File: config.mk
export PLATFORM = sky130hd
export DESIGN_NAME = control
export DESIGN_NICKNAME = d
export VERILOG_FILES = /design/src/rtl/control_pkg.sv /design/src/rtl/control_decode.sv /design/src/rtl/control.sv
export SDC_FILE = /design/constraint.sdc
export NUM_CORES = 1
export LEC_CHECK = 0
export ABC_AREA = 1
export BUFFER_PORTS_ARGS = -buffer_cell sky130_fd_sc_hd__buf_2
export CORE_ASPECT_RATIO = 0.75
export CORE_UTILIZATION = 40
export CTS_CLUSTER_SIZE = 16
export DETAILED_ROUTE_END_ITERATION = 10
export PLACE_DENSITY = 0.82
export REMOVE_ABC_BUFFERS = 1
export SYNTH_ARGS = -nofsm -noshare
export SYNTH_HDL_FRONTEND = slang
export SYNTH_SLANG_ARGS = --single-unit
export TNS_END_PERCENT = 100
File: constraint.sdc
create_clock -name clk -period 2.4 [get_ports clk]
set_clock_uncertainty 0.2 [all_clocks]
set_input_delay 0.36 -clock clk [delete_from_list [all_inputs] [get_ports clk]]
set_output_delay 0.36 -clock clk [all_outputs]
set_load 0.05 [all_outputs]
File: src/rtl/control_pkg.sv
// Shared definitions for the Mini SRC hardwired control unit:
// opcodes, ALU codes, state encoding, IR field layout and control word.
package control_pkg;

    localparam int OP_BITS = 5;

    localparam logic [4:0] OP_ADD  = 5'b00000;
    localparam logic [4:0] OP_SUB  = 5'b00001;
    localparam logic [4:0] OP_AND  = 5'b00010;
    localparam logic [4:0] OP_OR   = 5'b00011;
    localparam logic [4:0] OP_SHR  = 5'b00100;
    localparam logic [4:0] OP_SHRA = 5'b00101;
    localparam logic [4:0] OP_SHL  = 5'b00110;
    localparam logic [4:0] OP_ROR  = 5'b00111;
    localparam logic [4:0] OP_ROL  = 5'b01000;
    localparam logic [4:0] OP_ADDI = 5'b01001;
    localparam logic [4:0] OP_ANDI = 5'b01010;
    localparam logic [4:0] OP_ORI  = 5'b01011;
    localparam logic [4:0] OP_DIV  = 5'b01100;
    localparam logic [4:0] OP_MUL  = 5'b01101;
    localparam logic [4:0] OP_NEG  = 5'b01110;
    localparam logic [4:0] OP_NOT  = 5'b01111;
    localparam logic [4:0] OP_LD   = 5'b10000;
    localparam logic [4:0] OP_LDI  = 5'b10001;
    localparam logic [4:0] OP_ST   = 5'b10010;
    localparam logic [4:0] OP_JAL  = 5'b10011;
    localparam logic [4:0] OP_JR   = 5'b10100;
    localparam logic [4:0] OP_BR   = 5'b10101;
    localparam logic [4:0] OP_IN   = 5'b10110;
    localparam logic [4:0] OP_OUT  = 5'b10111;
    localparam logic [4:0] OP_MFHI = 5'b11000;
    localparam logic [4:0] OP_MFLO = 5'b11001;
    localparam logic [4:0] OP_NOP  = 5'b11010;
    localparam logic [4:0] OP_HALT = 5'b11011;

    localparam logic [4:0] ALU_ADD = OP_ADD;
    localparam logic [4:0] ALU_AND = OP_AND;
    localparam logic [4:0] ALU_OR  = OP_OR;

    typedef enum logic [3:0] {
        S_RESET, S_T0, S_T1, S_T2, S_T3,
        S_T4, S_T5, S_T6, S_T7, S_HALT
    } state_t;

    typedef enum logic [3:0] {
        C_RTYPE, C_IMM, C_MULDIV, C_NEGNOT,
        C_LD, C_LDI, C_ST, C_BR,
        C_JR, C_JAL, C_IN, C_OUT,
        C_MFHI, C_MFLO, C_NOP, C_HALT
    } op_class_t;

    typedef struct packed {
        logic       run;
        logic       clear;
        logic [4:0] alu_op;
        logic       inc_pc;
        logic       hi_out;
        logic       lo_out;
        logic       zhi_out;
        logic       zlo_out;
        logic       pc_out;
        logic       mdr_out;
        logic       inport_out;
        logic       c_out;
        logic       ba_out;
        logic       r_out;
        logic       mar_in;
        logic       z_in;
        logic       pc_in;
        logic       mdr_in;
        logic       ir_in;
        logic       y_in;
        logic       hi_in;
        logic       lo_in;
        logic       con_in;
        logic       outport_in;
        logic       r_in;
        logic       gra;
        logic       grb;
        logic       grc;
        logic       mem_read;
        logic       mem_write;
    } ctrl_t;

    function automatic op_class_t classify(input logic [4:0] op);
        op_class_t c;
        unique case (1'b1)
            op <= OP_ROL:                          c = C_RTYPE;
            op inside {OP_ADDI, OP_ANDI, OP_ORI}:  c = C_IMM;
            op inside {OP_MUL, OP_DIV}:            c = C_MULDIV;
            op inside {OP_NEG, OP_NOT}:            c = C_NEGNOT;
            op == OP_LD:                           c = C_LD;
            op == OP_LDI:                          c = C_LDI;
            op == OP_ST:                           c = C_ST;
            op == OP_BR:                           c = C_BR;
            op == OP_JR:                           c = C_JR;
            op == OP_JAL:                          c = C_JAL;
            op == OP_IN:                           c = C_IN;
            op == OP_OUT:                          c = C_OUT;
            op == OP_MFHI:                         c = C_MFHI;
            op == OP_MFLO:                         c = C_MFLO;
            op == OP_HALT:                         c = C_HALT;
            default:                               c = C_NOP;
        endcase
        return c;
    endfunction

    // Final execute step of each instruction class.
    function automatic state_t last_step(input op_class_t c);
        state_t s;
        case (c)
            C_RTYPE, C_IMM, C_LDI: s = S_T5;
            C_MULDIV, C_BR:        s = S_T6;
            C_NEGNOT, C_JAL:       s = S_T4;
            C_LD, C_ST:            s = S_T7;
            default:               s = S_T3;
        endcase
        return s;
    endfunction

    function automatic logic [4:0] alu_code(input logic [4:0] op);
        logic [4:0] a;
        case (op)
            OP_ADDI: a = ALU_ADD;
            OP_ANDI: a = ALU_AND;
            OP_ORI:  a = ALU_OR;
            default: a = op;
        endcase
        return a;
    endfunction

endpackage

File: src/rtl/control_decode.sv
// Moore output decoder: maps the current step and opcode class to
// the full datapath control word.
module control_decode
    import control_pkg::*;
(
    input  state_t     state,
    input  logic [4:0] opcode,
    input  logic       con_ff_bit,
    output ctrl_t      ctrl
);

    op_class_t cls;

    assign cls = classify(opcode);

    always_comb begin
        ctrl = '0;
        unique case (state)
            S_RESET: ctrl.clear = 1'b1;
            S_HALT: ctrl.run = 1'b0;
            S_T0: begin
                ctrl.run    = 1'b1;
                ctrl.pc_out = 1'b1;
                ctrl.mar_in = 1'b1;
                ctrl.inc_pc = 1'b1;
                ctrl.z_in   = 1'b1;
                ctrl.alu_op = ALU_ADD;
            end
            S_T1: begin
                ctrl.run      = 1'b1;
                ctrl.zlo_out  = 1'b1;
                ctrl.pc_in    = 1'b1;
                ctrl.mem_read = 1'b1;
                ctrl.mdr_in   = 1'b1;
            end
            S_T2: begin
                ctrl.run     = 1'b1;
                ctrl.mdr_out = 1'b1;
                ctrl.ir_in   = 1'b1;
            end
            default: begin
                ctrl.run = 1'b1;
                case (cls)
                    C_RTYPE, C_IMM: begin
                        case (state)
                            S_T3: begin
                                ctrl.grb   = 1'b1;
                                ctrl.r_out = 1'b1;
                                ctrl.y_in  = 1'b1;
                            end
                            S_T4: begin
                                ctrl.z_in   = 1'b1;
                                ctrl.alu_op = alu_code(opcode);
                                if (cls == C_IMM) begin
                                    ctrl.c_out = 1'b1;
                                end else begin
                                    ctrl.grc   = 1'b1;
                                    ctrl.r_out = 1'b1;
                                end
                            end
                            S_T5: begin
                                ctrl.zlo_out = 1'b1;
                                ctrl.gra     = 1'b1;
                                ctrl.r_in    = 1'b1;
                            end
                            default: ctrl.run = 1'b1;
                        endcase
                    end
                    C_MULDIV: begin
                        case (state)
                            S_T3: begin
                                ctrl.gra   = 1'b1;
                                ctrl.r_out = 1'b1;
                                ctrl.y_in  = 1'b1;
                            end
                            S_T4: begin
                                ctrl.grb    = 1'b1;
                                ctrl.r_out  = 1'b1;
                                ctrl.z_in   = 1'b1;
                                ctrl.alu_op = opcode;
                            end
                            S_T5: begin
                                ctrl.zlo_out = 1'b1;
                                ctrl.lo_in   = 1'b1;
                            end
                            S_T6: begin
                                ctrl.zhi_out = 1'b1;
                                ctrl.hi_in   = 1'b1;
                            end
                            default: ctrl.run = 1'b1;
                        endcase
                    end
                    C_NEGNOT: begin
                        if (state == S_T3) begin
                            ctrl.grb    = 1'b1;
                            ctrl.r_out  = 1'b1;
                            ctrl.z_in   = 1'b1;
                            ctrl.alu_op = opcode;
                        end else if (state == S_T4) begin
                            ctrl.zlo_out = 1'b1;
                            ctrl.gra     = 1'b1;
                            ctrl.r_in    = 1'b1;
                        end
                    end
                    C_LD, C_LDI, C_ST: begin
                        case (state)
                            S_T3: begin
                                ctrl.grb    = 1'b1;
                                ctrl.ba_out = 1'b1;
                                ctrl.y_in   = 1'b1;
                            end
                            S_T4: begin
                                ctrl.c_out  = 1'b1;
                                ctrl.z_in   = 1'b1;
                                ctrl.alu_op = ALU_ADD;
                            end
                            S_T5: begin
                                ctrl.zlo_out = 1'b1;
                                ctrl.mar_in  = (cls != C_LDI);
                                ctrl.gra     = (cls == C_LDI);
                                ctrl.r_in    = (cls == C_LDI);
                            end
                            S_T6: begin
                                ctrl.mem_read = (cls == C_LD);
                                ctrl.gra      = (cls == C_ST);
                                ctrl.r_out    = (cls == C_ST);
                                ctrl.mdr_in   = 1'b1;
                            end
                            S_T7: begin
                                ctrl.mdr_out   = (cls == C_LD);
                                ctrl.gra       = (cls == C_LD);
                                ctrl.r_in      = (cls == C_LD);
                                ctrl.mem_write = (cls == C_ST);
                            end
                            default: ctrl.run = 1'b1;
                        endcase
                    end
                    C_BR: begin
                        case (state)
                            S_T3: begin
                                ctrl.gra    = 1'b1;
                                ctrl.r_out  = 1'b1;
                                ctrl.con_in = 1'b1;
                            end
                            S_T4: begin
                                ctrl.pc_out = 1'b1;
                                ctrl.y_in   = 1'b1;
                            end
                            S_T5: begin
                                ctrl.c_out  = 1'b1;
                                ctrl.z_in   = 1'b1;
                                ctrl.alu_op = ALU_ADD;
                            end
                            S_T6: begin
                                ctrl.zlo_out = 1'b1;
                                ctrl.pc_in   = con_ff_bit;
                            end
                            default: ctrl.run = 1'b1;
                        endcase
                    end
                    C_JR: begin
                        ctrl.gra   = 1'b1;
                        ctrl.r_out = 1'b1;
                        ctrl.pc_in = 1'b1;
                    end
                    C_JAL: begin
                        // Link first (Rb <- PC), then jump to Ra.
                        if (state == S_T3) begin
                            ctrl.pc_out = 1'b1;
                            ctrl.grb    = 1'b1;
                            ctrl.r_in   = 1'b1;
                        end else begin
                            ctrl.gra   = 1'b1;
                            ctrl.r_out = 1'b1;
                            ctrl.pc_in = 1'b1;
                        end
                    end
                    C_IN: begin
                        ctrl.inport_out = 1'b1;
                        ctrl.gra        = 1'b1;
                        ctrl.r_in       = 1'b1;
                    end
                    C_OUT: begin
                        ctrl.gra        = 1'b1;
                        ctrl.r_out      = 1'b1;
                        ctrl.outport_in = 1'b1;
                    end
                    C_MFHI, C_MFLO: begin
                        ctrl.hi_out = (cls == C_MFHI);
                        ctrl.lo_out = (cls == C_MFLO);
                        ctrl.gra    = 1'b1;
                        ctrl.r_in   = 1'b1;
                    end
                    default: ctrl.run = 1'b1;
                endcase
            end
        endcase
    end

endmodule

File: src/rtl/control.sv
// Mini SRC control unit top: step register, stop latch and
// mapping of the decoded control word onto the datapath strobes.
module control
    import control_pkg::*;
#(
    parameter int DATA_WIDTH = 32
) (
    input  logic                  clk,
    input  logic                  reset,
    input  logic                  stop,
    input  logic                  Interupts,
    input  logic [DATA_WIDTH-1:0] IR,
    input  logic                  con_ff_bit,
    output logic                  run,
    output logic                  clear,
    output logic [4:0]            ALU_opcode,
    output logic                  IncPC,
    output logic                  HIout,
    output logic                  LOout,
    output logic                  Zhi_out,
    output logic                  Zlo_out,
    output logic                  PCout,
    output logic                  MDRout,
    output logic                  Inport_out,
    output logic                  Cout,
    output logic                  BAout,
    output logic                  Rout,
    output logic                  MARin,
    output logic                  Zin,
    output logic                  PCin,
    output logic                  MDRin,
    output logic                  IRin,
    output logic                  Yin,
    output logic                  HIin,
    output logic                  LOin,
    output logic                  CONin,
    output logic                  outport_in,
    output logic                  Rin,
    output logic                  Gra,
    output logic                  Grb,
    output logic                  Grc,
    output logic                  Mem_Read,
    output logic                  Mem_Write,
    output logic                  Mem_enable512x32
);

    state_t     state;
    state_t     state_n;
    logic       stop_seen;
    logic       stop_seen_n;
    logic       stop_now;
    logic [4:0] opcode;
    op_class_t  cls;
    state_t     last;
    ctrl_t      ctrl;
    logic       unused_inputs;

    assign opcode        = IR[DATA_WIDTH-1 -: OP_BITS];
    assign cls           = classify(opcode);
    assign last          = last_step(cls);
    assign stop_now      = stop_seen | stop;
    assign unused_inputs = ^{Interupts, IR[DATA_WIDTH-OP_BITS-1:0]};

    always_comb begin
        state_n     = state;
        stop_seen_n = stop_seen;
        unique case (state)
            S_RESET: state_n = S_T0;
            S_HALT:  state_n = S_HALT;
            default: begin
                if (state == S_T3 && cls == C_HALT) begin
                    state_n = S_HALT;
                end else if (state == last) begin
                    state_n = stop_now ? S_HALT : S_T0;
                end else begin
                    state_n = state_t'(state + 4'd1);
                end
                // A stop seen anywhere in the instruction is held until it ends.
                stop_seen_n = (state_n == S_T0) ? 1'b0 : stop_now;
            end
        endcase
    end

    always_ff @(posedge clk) begin
        if (reset) begin
            state     <= S_RESET;
            stop_seen <= 1'b0;
        end else begin
            state     <= state_n;
            stop_seen <= stop_seen_n;
        end
    end

    control_decode u_decode (
        .state      (state),
        .opcode     (opcode),
        .con_ff_bit (con_ff_bit),
        .ctrl       (ctrl)
    );

    assign run              = ctrl.run;
    assign clear            = ctrl.clear;
    assign ALU_opcode       = ctrl.alu_op;
    assign IncPC            = ctrl.inc_pc;
    assign HIout            = ctrl.hi_out;
    assign LOout            = ctrl.lo_out;
    assign Zhi_out          = ctrl.zhi_out;
    assign Zlo_out          = ctrl.zlo_out;
    assign PCout            = ctrl.pc_out;
    assign MDRout           = ctrl.mdr_out;
    assign Inport_out       = ctrl.inport_out;
    assign Cout             = ctrl.c_out;
    assign BAout            = ctrl.ba_out;
    assign Rout             = ctrl.r_out;
    assign MARin            = ctrl.mar_in;
    assign Zin              = ctrl.z_in;
    assign PCin             = ctrl.pc_in;
    assign MDRin            = ctrl.mdr_in;
    assign IRin             = ctrl.ir_in;
    assign Yin              = ctrl.y_in;
    assign HIin             = ctrl.hi_in;
    assign LOin             = ctrl.lo_in;
    assign CONin            = ctrl.con_in;
    assign outport_in       = ctrl.outport_in;
    assign Rin              = ctrl.r_in;
    assign Gra              = ctrl.gra;
    assign Grb              = ctrl.grb;
    assign Grc              = ctrl.grc;
    assign Mem_Read         = ctrl.mem_read;
    assign Mem_Write        = ctrl.mem_write;
    assign Mem_enable512x32 = ctrl.mem_read | ctrl.mem_write;

endmodule

Word-level counts from Yosys, hierarchy flattened
Memories as Yosys holds them, arrays and structs flattened.
Cells that the tools add are included.
Widths: inputs -> output; s select.
{"block": "word_totals", "reg_bits": 5, "mem_bits_ro": 64, "wordCells": 145, "mem_count": 1}
{"name": "(no name shown)", "words": 16, "width": 4, "rd": 1, "rd_ports_with_merged_regs": 0, "write_ports": 0, "line": "control_pkg.sv:111", "source": "case (c)"}
{"block": "op_classes", "add_sub_neg": 1, "magnitude_cmp": 1, "eq_ne": 44, "mux": 72, "n_bitwise": 2, "reduce_logical": 22}
{"operator": "$pmux 4 s15", "n": 1}
{"operator": "$eq 5x5->1 const B", "n": 11}
{"operator": "$eq 4x4->1 const B", "n": 9}
{"operator": "$eq 5x4->1 const B", "n": 7}
{"operator": "$eq 4x3->1 const B", "n": 8}
{"operator": "$mux 1", "n": 32}
{"operator": "$pmux 5 s3", "n": 2}
{"operator": "$mux 4", "n": 5}
{"operator": "$mux 5", "n": 4}
{"operator": "$pmux 1 s2", "n": 9}
{"operator": "$eq 4x2->1 const B", "n": 4}
{"operator": "$pmux 1 s3", "n": 5}
{"operator": "$reduce_or 2->1", "n": 7}
{"operator": "$eq 4x1->1 const B", "n": 3}
{"operator": "$mux 2", "n": 6}
{"operator": "$pmux 1 s6", "n": 2}
{"operator": "$reduce_or 4->1", "n": 3}
{"operator": "$reduce_or 5->1", "n": 2}
{"operator": "$mux 9", "n": 1}
{"operator": "$logic_not 4->1", "n": 2}
{"operator": "$pmux 2 s2", "n": 2}
{"operator": "$pmux 4 s2", "n": 1}
{"operator": "$reduce_or 7->1", "n": 1}
{"operator": "$reduce_or 3->1", "n": 2}
{"operator": "other kinds (11)", "n": 13}

Depth between registers and ports, before layout
An unclocked memory read counts as a cell.
{"block": "logic_depth", "depth_word": 10, "depth_mapped": 15, "depth_no_buf": 14}

By module
From an unflattened synthesis, not the netlist that was laid out.
{"block": "hier_totals", "cells_unflattened": 272, "hier_area_um2": 1391.3}
{"module": "control_decode", "n_inst": 1, "cells_per_inst": 152, "area_per_inst_um2": 729.4, "seq_area_each_um2": 0.0}
{"module": "control", "n_inst": 1, "cells_per_inst": 120, "area_per_inst_um2": 661.9, "seq_area_each_um2": 100.1}

Worst setup path after synthesis
No wires, ideal clock.
{"block": "synth_path", "path_type": "reg-to-output", "start": "register state[1]", "end": "output port ALU_opcode[3]", "arrival_ns": 2.653, "slack_ns": -0.813, "stages_incl_launch_ff": 7, "n_path_buf": 0, "path_cell_list": "dfxtp_1 -> inv_1 -> ha_1 -> inv_1 -> nor2_1 -> inv_1 -> o41ai_1"}
{"block": "synth_via", "elab_chain_len": 4, "word_cells_on_any_way": 13, "classes_between": "eq/ne (6); mux (5); reduce/logical (2)"}
{"element": "start: declaration", "line": "control.sv:47", "source": "state_t state;"}
{"element": "start signal: assignment", "line": "control.sv:89", "source": "state <= state_n;"}
{"element": "$eq 4x3->1 (on tied branches)", "line": "control_decode.sv:94, control_decode.sv:45, control_decode.sv:70"}
{"element": "$mux 5 (on tied branches)", "line": "control_decode.sv:94, control_decode.sv:45, control_decode.sv:70"}
{"element": "$pmux 5 s3", "line": "control_decode.sv:43", "source": "case (cls)"}
{"element": "$mux 5 *", "line": "control_decode.sv:18", "source": "unique case (state)"}
{"element": "end: declaration", "line": "control.sv:16", "source": "output logic [4:0] ALU_opcode,"}
Mark *: on every way between the ends. The rest lies on a longest branch, timed or not.

Final worst setup path
{"block": "layout_path", "start": "register state[1]", "end": "output port Gra"}
{"block": "layout_via", "elab_chain_len": 5, "word_cells_on_any_way": 19, "classes_between": "eq/ne (9); mux (8); reduce/logical (2)"}
{"element": "$eq 4x3->1", "line": "control_decode.sv:99", "source": "end else if (state == S_T4) begin"}
{"element": "$mux 2", "line": "control_decode.sv:99"}
{"element": "$mux 2", "line": "control_decode.sv:94", "source": "if (state == S_T3) begin"}
{"element": "$pmux 1 s6", "line": "control_decode.sv:43"}
{"element": "$mux 9 *", "line": "control_decode.sv:18"}
{"element": "end: declaration", "line": "control.sv:39", "source": "output logic Gra,"}
Marks and branches as above.

==> metrics.txt <==
ANT nets after route 0; Slew HR 65.68%; violated checks setup timing; Worst Hold Class input port to flop; Worst Path Arrival between 1.5 and 2 ns; worst-skew pair later-pin latency 0.22 ns; maximum clock insertion buffer count 2; post-synthesis cell count 228; Ant. Diodes 0; global placer's final weighted congestion just under 1; asr flop ratio synth 0%; peak supply drop 0.0002521 V; number of enable flip-flop cells after synthesis 0; worst-path fanout max 3; IO buf count 42; 1st-iter DRT viols between 150 and 200; CP max-delay cell dfxtp_2; die width 66.58 µm; Max-cap violations 0; core area between 2000 and 3000 µm²; placed inst area 1730 µm²; GRT overflow 0; initial antenna violation count 0; first drt pass iteration count 5; Wirelength per Cell around 14 µm; vias in the first global route 1,577; Multi-input gate area about 1100 µm²; Worst-path clk slew around 0.040 ns; DP Wirelength about 3500 µm; WP data required 1.84 ns; Final setup viols 5; synthesized area per cell around 5.5 µm²; post-route cell area roughly 2100 µm²; CP delay by family, top buffers and inverters; Inserted Clock Buffers 3; Initial Util 42.32%; fin worst setup slack -0.06184 ns; Ports 72; leakage dissipation approximately 1.0 nW; layout cell share with drive strength beyond 1 50.82%; r2r setup slk approximately 0.49 ns; CTS tree yes; FF-to-FF Start state[2]; Synth top cells by count 43 x nand2_1, 41 x inv_1, 41 x nor2_1, 12 x o21ai_0, 11 x nand3_1; final hold vios 0; CP Launch Type flop; fin crit period around 2.5 ns; Area contributors post-synth nand2_1 13%, inv_1 12%, nor2_1 12%; pwr dens about 350 nW/µm²; Post-Syn Area 1251 µm²; Seq/Total Area, Yosys ~8.0%; path depth of the worst reg2reg path 11; Setup CP Type flop to output port; highest clock rate roughly 400 MHz; Slew Viols, Final 0; hold path depth 4; global-route wire length before repair ~6900 µm; Residual DRC 0; Hold Crit Start reset; GRT Total Usage 26.56%; row cnt 17; worst hold margin around 0.24 ns; Area growth, synth to finish 64.00%; Filler cells roughly 230; via count about 1,800; Worst Setup End Kind output port; hold path endpoint state[0]; nets@finish 347; cell taking the most area after synthesis nand2_1; post-synth top area share between 10 and 15%; worst path bufs/invs 5; Root Driver clkbuf_8; RSZ-0062 raised after global routing true; reg2reg end stop_seen; largest net degree at the start of global routing 11; worst-path cell chain buf_4 > ha_1 > inv_2 > nor2_1 > inv_2 > o31ai_2 > inv_1 > a41oi_1 > buf_4; Synth Register Bits 5; commonest register cell after synthesis dfxtp_1; CP max stage delay ~0.34 ns; die area around 3400 µm²; status finished, violations left; clk sinks 5; Die H about 50 µm; final WL 4737 µm; Slew @ Worst Pin 0.5104 ns; most common cell in the netlist nand2_1; vias per inst 5.312; period utilization 102.6%; FF/Latch Area 106.4 µm²; warnings from Yosys 0; Yosys cell types 34; H-Tree Depth 1
-- power by group --
group | switching (W) | internal [W] | leakage [nW]
clock | 0.0000401 | 0.000114 | 0.0228
sequential | 0.00000585 | 0.0000911 | 0.0423
combinational | 0.000304 | 0.000158 | 0.977
total | 0.000350 | 0.000363 | 1.04
-- state kept, by name, summed over array words and instances, names as in the netlist --
name       count
stop_seen      1
state          4
-- repair_timing --
| item | in CTS | in global routing |
|---|---|---|
| hold buffers | 0 | 0 |
| endpoints found under the setup margin | 18 | 26 |
| setup buffers | 0 | 1 |
| pin swaps | 0 | 2 |
| resized for setup | 33 | 69 |
-- layer usage --
layer	part of all wire (%)	track usage, %	vias to the layer above
li1	-	-	879
met1	43	39.29	814
met2	45	39.56	123
met3	11	5.909	6
met4	1.2	3.546	0
met5	0	0	-
-- through the flow --
| stage | TNS (ns) | total power (W) | std cells | utilization [%] | setup WS (ns) |
|---|---|---|---|---|---|
| 2_1_floorplan | -7.809 | 0.0003449 | 224 | - | -0.8134 |
| 3_3_place_gp | -0.006871 | 0.0004717 | 338 | 58.53 | -0.004509 |
| 6_report | -0.1484 | 0.0007131 | 343 | 69.40 | -0.06184 |
| 4_1_cts | -0.08544 | 0.0006546 | 342 | 62.63 | -0.02072 |
| 3_5_place_dp | -0.08725 | 0.0004769 | 338 | 58.53 | -0.03116 |
| 5_1_grt | -1.100 | 0.0007584 | 343 | 69.40 | -0.1892 |
-- worst register-to-register path, stage by stage, from the launching register on --
cell and delay [ns]:
dfxtp_2 0.36, inv_1 0.06, nor2_1 0.13, inv_2 0.11, nor2_2 0.15, buf_4 0.16
nand2_1 0.12, and3_1 0.19, o21ai_1 0.13, nand3_1 0.08, nor2_1 0.09, nor2_1 0.04
-- area by class of cell --
| cell class | instances | share of cell area (%) |
|---|---|---|
| clock buffer | 4 | 2.195 |
| inverter | 50 | 9.390 |
| multi-input combinational | 169 | 52.74 |
| sequential | 5 | 5.183 |
| tap | 38 | 2.317 |
| timing repair buffer | 77 | 28.17 |
-- cells in the final DEF, fill, tap and decap left out, drive strengths merged --
cell / synthesis / final
a211oi: 1 / 1
a32oi: 1 / 1
inv: 50 / 50
a21oi: 3 / 3
nor3: 5 / 5
clkbuf: 0 / 10
conb: 1 / 1
a41oi: 2 / 2
and3: 1 / 1
xor2: 1 / 1
or2: 1 / 1
o21ai: 15 / 15
nand4: 5 / 5
nand2: 51 / 51
ha: 4 / 4
o211ai: 2 / 2
nor4: 1 / 1
nor2: 49 / 49
o41ai: 1 / 1
o31ai: 4 / 4
nor3b: 1 / 1
o22ai: 3 / 3
buf: 4 / 71
dfxtp: 5 / 5
nand3: 17 / 17
-- worst max path at each step --
stage,start,to,slack (ns),cells after the start
after CTS,state[1],Mem_enable512x32,-0.02,11
final,state[1],Gra,-0.06,9
after global placement,IR[29],Rin,-0.005,11
after global routing,state[0],Gra,-0.19,9
after detailed placement,state[0],Mem_enable512x32,-0.03,11
after floorplan,state[1],ALU_opcode[3],-0.81,6
-- cell families after synthesis --
| logic type | after synthesis | synth area share (%) |
|---|---|---|
| adders and majority gates | 4 | 4.000 |
| other | 1 | 0.2997 |
| buffers and inverters | 54 | 17.70 |
| AOI/OAI and AO/OA | 32 | 15.70 |
| xor gates and xnor gates | 1 | 0.7001 |
| DFF | 5 | 8.000 |
| and+or+nand+nor | 131 | 53.60 |
Power figures use the tool's default switching activity.
